===== config.mk =====
export PLATFORM = sky130hd
export DESIGN_NAME = div_share_arbiter
export DESIGN_NICKNAME = d
export VERILOG_FILES = /design/src/rtl/div_share_arbiter.sv
export SDC_FILE = /design/constraint.sdc
export NUM_CORES = 1
export LEC_CHECK = 0
export BUFFER_PORTS_ARGS = -buffer_cell sky130_fd_sc_hd__buf_2
export CORE_MARGIN = 2
export CORE_UTILIZATION = 35
export DETAILED_ROUTE_END_ITERATION = 12
export PLACE_DENSITY_LB_ADDON = 0.1
export SYNTH_ARGS = -nofsm -noshare
export SYNTH_HDL_FRONTEND = slang
export SYNTH_SLANG_ARGS = --single-unit

===== constraint.sdc =====
create_clock -name clk -period 3.75 [get_ports clk]
set_clock_uncertainty 0.05 [all_clocks]
set_input_delay 0.375 -clock clk [delete_from_list [all_inputs] [get_ports clk]]
set_output_delay 0.375 -clock clk [all_outputs]
set_load 0.02 [all_outputs]

===== src/rtl/div_share_arbiter.sv =====
//------------------------------------------------------------------------------
// div_share_arbiter: two requesters share one restoring divider with a
// round-robin grant. Rev 1.0
//------------------------------------------------------------------------------
`default_nettype none

module div_share_arbiter #(
  parameter int DIVIDEND_W = 8,
  parameter int DIVISOR_W  = 4
) (
  input  logic                  clk,
  input  logic                  reset,
  input  logic                  req_valid0,
  input  logic                  req_valid1,
  output logic                  req_ready0,
  output logic                  req_ready1,
  input  logic [DIVIDEND_W-1:0] dividend0,
  input  logic [DIVIDEND_W-1:0] dividend1,
  input  logic [DIVISOR_W-1:0]  divisor0,
  input  logic [DIVISOR_W-1:0]  divisor1,
  output logic                  rsp_valid0,
  output logic                  rsp_valid1,
  input  logic                  rsp_ready0,
  input  logic                  rsp_ready1,
  output logic [DIVIDEND_W-1:0] quotient,
  output logic [DIVISOR_W-1:0]  remainder,
  output logic                  div_by_zero,
  output logic                  busy
);

  localparam int CNT_W = $clog2(DIVIDEND_W + 1);
  localparam logic [CNT_W-1:0] LAST_STEP = CNT_W'(DIVIDEND_W - 1);

  typedef enum logic [1:0] {
    IDLE = 2'd0,
    RUN  = 2'd1,
    DONE = 2'd2
  } state_t;

  state_t                 state;
  state_t                 state_next;
  logic [CNT_W-1:0]       step_cnt;
  logic                   owner;
  logic                   last_grant;
  logic [DIVIDEND_W-1:0]  dvd;
  logic [DIVISOR_W-1:0]   dvs;

  logic                   grant0;
  logic                   grant1;
  logic                   handshake;
  logic [DIVIDEND_W-1:0]  sel_dividend;
  logic [DIVISOR_W-1:0]   sel_divisor;
  logic                   owner_taken;
  logic [DIVISOR_W:0]     partial;
  logic                   take;
  logic [DIVISOR_W-1:0]   diff;

  // Round-robin: on contention the port not granted last wins.
  always_comb begin
    grant0       = req_valid0 && (!req_valid1 || last_grant);
    grant1       = req_valid1 && (!req_valid0 || !last_grant);
    req_ready0   = (state == IDLE) && !reset && grant0;
    req_ready1   = (state == IDLE) && !reset && grant1;
    handshake    = req_ready0 || req_ready1;
    sel_dividend = req_ready1 ? dividend1 : dividend0;
    sel_divisor  = req_ready1 ? divisor1 : divisor0;
    owner_taken  = owner ? rsp_ready1 : rsp_ready0;
    busy         = (state != IDLE);
    rsp_valid0   = (state == DONE) && !owner;
    rsp_valid1   = (state == DONE) && owner;
  end

  // One restoring step; the low bits of the subtraction are exact because
  // the true difference always fits below the divisor.
  always_comb begin
    partial = {remainder, dvd[DIVIDEND_W-1]};
    take    = (partial >= {1'b0, dvs});
    diff    = partial[DIVISOR_W-1:0] - dvs;
  end

  always_comb begin
    state_next = state;
    case (state)
      IDLE: begin
        if (handshake) begin
          state_next = (sel_divisor == '0) ? DONE : RUN;
        end
      end
      RUN: begin
        if (step_cnt == LAST_STEP) begin
          state_next = DONE;
        end
      end
      DONE: begin
        if (owner_taken) begin
          state_next = IDLE;
        end
      end
      default: state_next = IDLE;
    endcase
  end

  always_ff @(posedge clk or posedge reset) begin
    if (reset) begin
      state <= IDLE;
    end else begin
      state <= state_next;
    end
  end

  always_ff @(posedge clk or posedge reset) begin
    if (reset) begin
      step_cnt    <= '0;
      owner       <= 1'b0;
      last_grant  <= 1'b1;
      dvd         <= '0;
      dvs         <= '0;
      quotient    <= '0;
      remainder   <= '0;
      div_by_zero <= 1'b0;
    end else begin
      case (state)
        IDLE: begin
          if (handshake) begin
            owner      <= req_ready1;
            last_grant <= req_ready1;
            dvd        <= sel_dividend;
            dvs        <= sel_divisor;
            step_cnt   <= '0;
            if (sel_divisor == '0) begin
              quotient    <= '1;
              remainder   <= sel_dividend[DIVISOR_W-1:0];
              div_by_zero <= 1'b1;
            end else begin
              quotient    <= '0;
              remainder   <= '0;
              div_by_zero <= 1'b0;
            end
          end
        end
        RUN: begin
          step_cnt  <= step_cnt + 1'b1;
          dvd       <= {dvd[DIVIDEND_W-2:0], 1'b0};
          quotient  <= {quotient[DIVIDEND_W-2:0], take};
          remainder <= take ? diff : partial[DIVISOR_W-1:0];
        end
        default: ;
      endcase
    end
  end

endmodule

`default_nettype wire

# Word-level counts from Yosys, hierarchy flattened
# Cells that the tools add are included.
[classes] n_mux=20 reduce_logical=22 n_addsub=2 eq_ne=6 magnitude_cmp=1
[op_table] operator="8-bit two-way mux" count=4
[op_table] operator="8-bit case mux with 2 select lines" count=2
[op_table] operator="4-bit two-way mux" count=5
[op_table] operator="4-bit case mux with 2 select lines" count=2
[op_table] operator="2-bit two-way mux" count=4
[op_table] operator="1-bit logical AND" count=7
[op_table] operator="2-bit inequality test, second input constant" count=3
[op_table] operator="2-bit case mux with 3 select lines" count=1
[op_table] operator="5-bit by 4-bit greater-or-equal comparator with 1-bit output" count=1
[op_table] operator="1-bit zero test" count=5
[op_table] operator="4-bit by 1-bit adder with 4-bit output, second input constant" count=1
[op_table] operator="4-bit by 3-bit == test with 1-bit output, second input constant" count=1
[op_table] operator="4-bit zero test" count=1
[op_table] operator="2-bit AND reduction" count=2
[op_table] operator="2-bit nonzero test" count=2
[op_table] operator="4-bit subtractor" count=1
[op_table] operator="1-bit logical OR" count=3
[op_table] operator="3-bit AND reduction" count=1
[op_table] operator="2-bit by 1-bit == test with 1-bit output, second input constant" count=1
[op_table] operator="2-bit == test, second input constant" count=1
[op_table] operator="2-bit zero test" count=1
[op_table] operator="1-bit two-way mux" count=2
[totals] inputBits=30 reg_bits=33 output_inout_bits=18 elab_cells=60

# Depth between registers and ports, before layout
[logic_depth] ltp_word=9 mapped_depth=8 mapped_depth_nobuf=7

# Worst setup path after synthesis
# No wires, ideal clock.
[synth_path] path_kind="register to output" startpoint="reg state[1]" endpoint="out req_ready0" setup_slack_ns=1.330 required_ns=3.325 path_buffers=1 arrival_time_ns=1.995 stages_incl_launch_ff=4 cell_sequence="dfrtp_1 buf_6 or2_2 a2111oi_0"
[synth_between] elab_chain_len=3
[synth_rtl] item="start, declared" line="40" source="state_t state;"
[synth_rtl] item="start signal, assigned" line="107" source="state <= state_next;"
[synth_rtl] item="2-bit zero test" line="62" source="req_ready0 = (state == IDLE) && !reset && grant0;"
[synth_rtl] item="1-bit logical AND (2 in a row)" line="62"
[synth_rtl] item="end, declared" line="15" source="output logic req_ready0,"
# No other way between the ends.

# Final worst setup path
[layout_path] startpoint="reg state[1]" endpoint="out req_ready1"
[layout_between] elab_chain_len=3
[layout_rtl] item="2-bit zero test" line="63" source="req_ready1 = (state == IDLE) && !reset && grant1;"
[layout_rtl] item="1-bit logical AND (2 in a row)" line="63"
[layout_rtl] item="end, declared" line="16" source="output logic req_ready1,"
# No other way between the ends.

==> impl_metrics.prom <==
# TYPE chip_impl_metric gauge
chip_impl_info{name="status",value="completed"} 1
chip_impl_metric{name="timing.max_slew.rel_slack",unit="%"} 42.86
chip_impl_metric{name="final_hold_viol_count",unit=""} 0
chip_impl_metric{name="netlist.area_leader.share",unit="%"} 41.91
chip_impl_metric{name="die_x",unit="um"} 77.89
chip_impl_metric{name="synthesis.area",unit="mm2"} 0.001911
chip_impl_metric{name="antenna_violating_nets_post_route",unit=""} 0
chip_impl_metric{name="hold_buffers",unit=""} 0
chip_impl_metric{name="clkPwrFrac",unit="%"} 12.9
chip_impl_metric{name="area_growth",unit="%"} 18.53
chip_impl_metric{name="clkLatencyLatePin",unit="ns"} 0.29
chip_impl_metric{name="crit_path_max_fanout",unit=""} 20
chip_impl_metric{name="post-route-cell-area",unit="mm2"} 0.002265
chip_impl_metric{name="first_iter_violations",unit=""} 59
chip_impl_metric{name="placed_cell_area",unit="mm2"} 0.002182
chip_impl_metric{name="grt_total_usage",unit="%"} 16.12
chip_impl_metric{name="floorplan.initialDensity",unit="%"} 36.94
chip_impl_info{name="cpMaxStageDelayCell",value="sky130_fd_sc_hd__dfrtp_1"} 1
chip_impl_metric{name="sequential_cell_area",unit="um2"} 827.0
chip_impl_metric{name="pin_count",unit=""} 48
chip_impl_metric{name="required",unit="ns"} 3.32
chip_impl_metric{name="post-route-period-util",unit="%"} 68.01
chip_impl_metric{name="numPortBuffers",unit=""} 47
chip_impl_metric{name="post-cts-setup-buffer-count",unit=""} 0
chip_impl_info{name="path_delay_family",value="buffers and inverters"} 1
chip_impl_metric{name="arrival_worst_endpoint",unit="ns"} 2.13
chip_impl_metric{name="fillerInstances",unit=""} 510
chip_impl_metric{name="cts-buffers-inserted",unit=""} 5
chip_impl_metric{name="post_drt_wl_per_cell",unit="um"} 14.52
chip_impl_metric{name="gp_congestion",unit=""} 0.7319
chip_impl_metric{name="cap_violations",unit=""} 0
chip_impl_metric{name="clkSinkCount",unit=""} 33
chip_impl_metric{name="floorplan.die_area",unit="mm2"} 0.006066
chip_impl_info{name="critical_register_to_register_path_endpoint",value="remainder[3]"} 1
chip_impl_info{name="rsz0062_at_grt",value="no"} 1
chip_impl_metric{name="dp_hpwl",unit="um"} 3391
chip_impl_metric{name="cts.repair.resized",unit=""} 0
chip_impl_info{name="synthMostInstantiatedCell",value="sky130_fd_sc_hd__dfrtp_1"} 1
chip_impl_metric{name="initial_antenna_violation_count",unit=""} 0
chip_impl_metric{name="detail_route.first_pass.iterations",unit=""} 4
chip_impl_metric{name="grt.overflow.total",unit=""} 0
chip_impl_metric{name="max_freq",unit="MHz"} 392.1
chip_impl_metric{name="ir_worst_vdd",unit="uV"} 429.4
chip_impl_metric{name="r2r_cells",unit=""} 6
chip_impl_info{name="synth_area_leaders",value="sky130_fd_sc_hd__dfrtp_1 42%, sky130_fd_sc_hd__nand2_1 5.9%, sky130_fd_sc_hd__mux2i_1 5.2%"} 1
chip_impl_metric{name="synth-edff-count",unit=""} 0
chip_impl_metric{name="nets",unit=""} 283
chip_impl_metric{name="multi_input_area",unit="um2"} 964.7
chip_impl_info{name="ys.flop_type",value="sky130_fd_sc_hd__dfrtp_1"} 1
chip_impl_info{name="worst_setup_path_end_kind",value="output port"} 1
chip_impl_metric{name="fp-row-count",unit=""} 26
chip_impl_metric{name="grt_start_max_net_pins",unit=""} 25
chip_impl_info{name="min-delay-path-class",value="in -> async"} 1
chip_impl_metric{name="post-route-min-period",unit="ns"} 2.550
chip_impl_metric{name="synthesis.area_per_instance",unit="um2"} 9.553
chip_impl_metric{name="biggest_cell_delay_along_the_critical_path",unit="ns"} 0.51
chip_impl_metric{name="power_frac_comb",unit="%"} 54.8
chip_impl_metric{name="gate_count_after_technology_mapping",unit=""} 200
chip_impl_metric{name="ys_async_sr_fraction",unit="%"} 100.0
chip_impl_metric{name="vias",unit=""} 1589
chip_impl_metric{name="power_switching",unit="W"} 0.0009056
chip_impl_metric{name="p_per_area",unit="mW/mm2"} 903.7
chip_impl_metric{name="synth.ff_latch_count",unit=""} 33
chip_impl_metric{name="drt_wl_total",unit="um"} 4617
chip_impl_info{name="cp-start-kind",value="register"} 1
chip_impl_info{name="netlist.top_cell.by_area",value="sky130_fd_sc_hd__dfrtp_1"} 1
chip_impl_metric{name="setup-tns-final",unit="ns"} 0
chip_impl_metric{name="antenna_cells",unit=""} 0
chip_impl_metric{name="power_frac_seq",unit="%"} 32.3
chip_impl_metric{name="final-max-slew-violation-count",unit=""} 0
chip_impl_metric{name="netlist-cell-type-count",unit=""} 47
chip_impl_metric{name="detail_route.drc_violations",unit=""} 0
chip_impl_info{name="critPathKind",value="reg -> out"} 1
chip_impl_metric{name="max_slew.worst_pin.slew",unit="ns"} 0.8561
chip_impl_metric{name="cts_buffer_depth",unit=""} 2
chip_impl_metric{name="die_height",unit="um"} 77.89
chip_impl_metric{name="htree_num_levels",unit=""} 2
chip_impl_metric{name="timing.final.setup_violations",unit=""} 0
chip_impl_metric{name="switching_share",unit="%"} 44.25
chip_impl_info{name="cts_tree",value="built"} 1
chip_impl_info{name="synth_commonest_cells",value="32 x sky130_fd_sc_hd__dfrtp_1, 30 x sky130_fd_sc_hd__nand2_1, 21 x sky130_fd_sc_hd__nor2_1"} 1
chip_impl_metric{name="timing.critical_path.buf_inv",unit=""} 2
chip_impl_metric{name="seq_area_frac_synth",unit="%"} 43.29
chip_impl_metric{name="core_area",unit="mm2"} 0.005172
chip_impl_metric{name="vias_per_cell",unit=""} 4.997
chip_impl_metric{name="timing.reg2reg.setup_slack",unit="ns"} 1.50
chip_impl_metric{name="synth_nets",unit=""} 236
chip_impl_metric{name="first_pass_grt_wire_length",unit="um"} 7707
chip_impl_metric{name="yosys_warnings",unit=""} 0
chip_impl_metric{name="first_global_vias",unit=""} 1539
chip_impl_metric{name="final_layout_size_suffix_gt1_share",unit="%"} 30.65
chip_impl_info{name="cells_along_the_critical_path",value="nor3_4, nand3_2, inv_1, buf_2"} 1
chip_impl_info{name="clockRootBuffer",value="sky130_fd_sc_hd__clkbuf_8"} 1
chip_impl_info{name="r2r_start",value="state[1]"} 1
chip_impl_metric{name="internal_power",unit="W"} 0.001141
chip_impl_metric{name="power.static_leakage",unit="nW"} 1.127
chip_impl_metric{name="clk_pin_slew",unit="ns"} 0.08
flip-flops by register name, indices dropped and copies added, names as in the netlist:
| name | flops |
|---|---|
| div_by_zero | 1 |
| dvd | 8 |
| dvs | 4 |
| last_grant | 1 |
| owner | 1 |
| quotient | 8 |
| remainder | 4 |
| state | 2 |
| step_cnt | 4 |
layout by cell type, fill, tap and decap left out, types with 2 or more instances in the layout:
master	n
sky130_fd_sc_hd__nor4_2	2
sky130_fd_sc_hd__o22ai_1	7
sky130_fd_sc_hd__dfrtp_1	32
sky130_fd_sc_hd__clkinv_2	2
sky130_fd_sc_hd__a21oi_1	5
sky130_fd_sc_hd__inv_1	12
sky130_fd_sc_hd__buf_2	47
sky130_fd_sc_hd__mux2_2	4
sky130_fd_sc_hd__a221o_1	2
sky130_fd_sc_hd__o21ai_0	11
sky130_fd_sc_hd__xor2_1	2
sky130_fd_sc_hd__clkbuf_8	5
sky130_fd_sc_hd__a31oi_1	6
sky130_fd_sc_hd__and3_1	8
sky130_fd_sc_hd__ha_1	5
sky130_fd_sc_hd__nor2_1	21
sky130_fd_sc_hd__nand3_1	3
sky130_fd_sc_hd__nand2_1	30
sky130_fd_sc_hd__nor2_4	2
sky130_fd_sc_hd__buf_4	3
sky130_fd_sc_hd__mux2i_1	10
sky130_fd_sc_hd__a311oi_1	2
power groups by stage:
| stage | clock network [W] | logic, W | registers [W] |
|---|---|---|---|
| finish | 0.000265 | 0.00112 | 0.000662 |
| global route | 0.000289 | 0.00127 | 0.000688 |
| CTS | 0.000271 | 0.00113 | 0.000665 |
| detailed placement | 0 | 0.00113 | 0.000670 |
| global placement | 0 | 0.00112 | 0.000673 |
| floorplan | 0 | 0.000815 | 0.000722 |
per-layer routing:
layer,global-route usage [%],share of wire (%),wire length [um],vias to the layer above
li1,-,-,-,803
met1,23.68,49,2281,739
met2,23.45,45,2080,43
met3,4.070,4.8,223,4
met4,4.286,0.67,31,0
met5,0,0,0,-
worst register-to-register path, cell delays in order, from the launching register on:
cell	delay, ns
sky130_fd_sc_hd__dfrtp_1	0.56
sky130_fd_sc_hd__nor3_4	0.08
sky130_fd_sc_hd__nand3_2	0.36
sky130_fd_sc_hd__inv_1	0.31
sky130_fd_sc_hd__and3_1	0.26
sky130_fd_sc_hd__a31o_2	0.20
sky130_fd_sc_hd__a221o_1	0.31
how the worst max path moves through the flow:
stage | start | end | slack (ns) | cells past startpoint
final | state[1] | req_ready1 | 1.20 | 4
after floorplan | state[1] | req_ready0 | 1.33 | 3
after detailed placement | state[1] | req_ready1 | 1.47 | 4
after global placement | state[1] | req_ready1 | 1.53 | 4
after CTS | state[1] | req_ready1 | 1.15 | 4
after global routing | state[1] | req_ready1 | 0.98 | 4
layout make-up:
type / count / share of cell area, %
flip-flops and latches: 33 / 36.52
well taps: 70 / 3.867
repair buffers: 50 / 11.38
inverters: 12 / 1.989
multi-input cells: 145 / 42.60
clock buffers: 6 / 3.204
clock inverters: 2 / 0.4420
stage by stage:
stage          std cells  power [W]  utilization (%)  hold slack, ns  worst slack (ns)
2_1_floorplan        200   0.001537                -          0.4279             1.330
3_3_place_gp         310   0.001797            42.19          0.4595             1.531
3_5_place_dp         310   0.001799            42.19          0.4472             1.472
4_1_cts              318   0.002067            43.78          0.2772             1.154
5_1_grt              318   0.002243            43.78          0.3169            0.9816
6_report             318   0.002047            43.78          0.2468             1.200
kinds of logic after synthesis:
logic type	synth area share, %
fa+ha+maj	4.322
xor+xnor	1.375
simple gates	19.25
buf+inv	6.221
flops	43.29
compound gates	17.22
mux	8.317
Power figures use the tool's default switching activity.
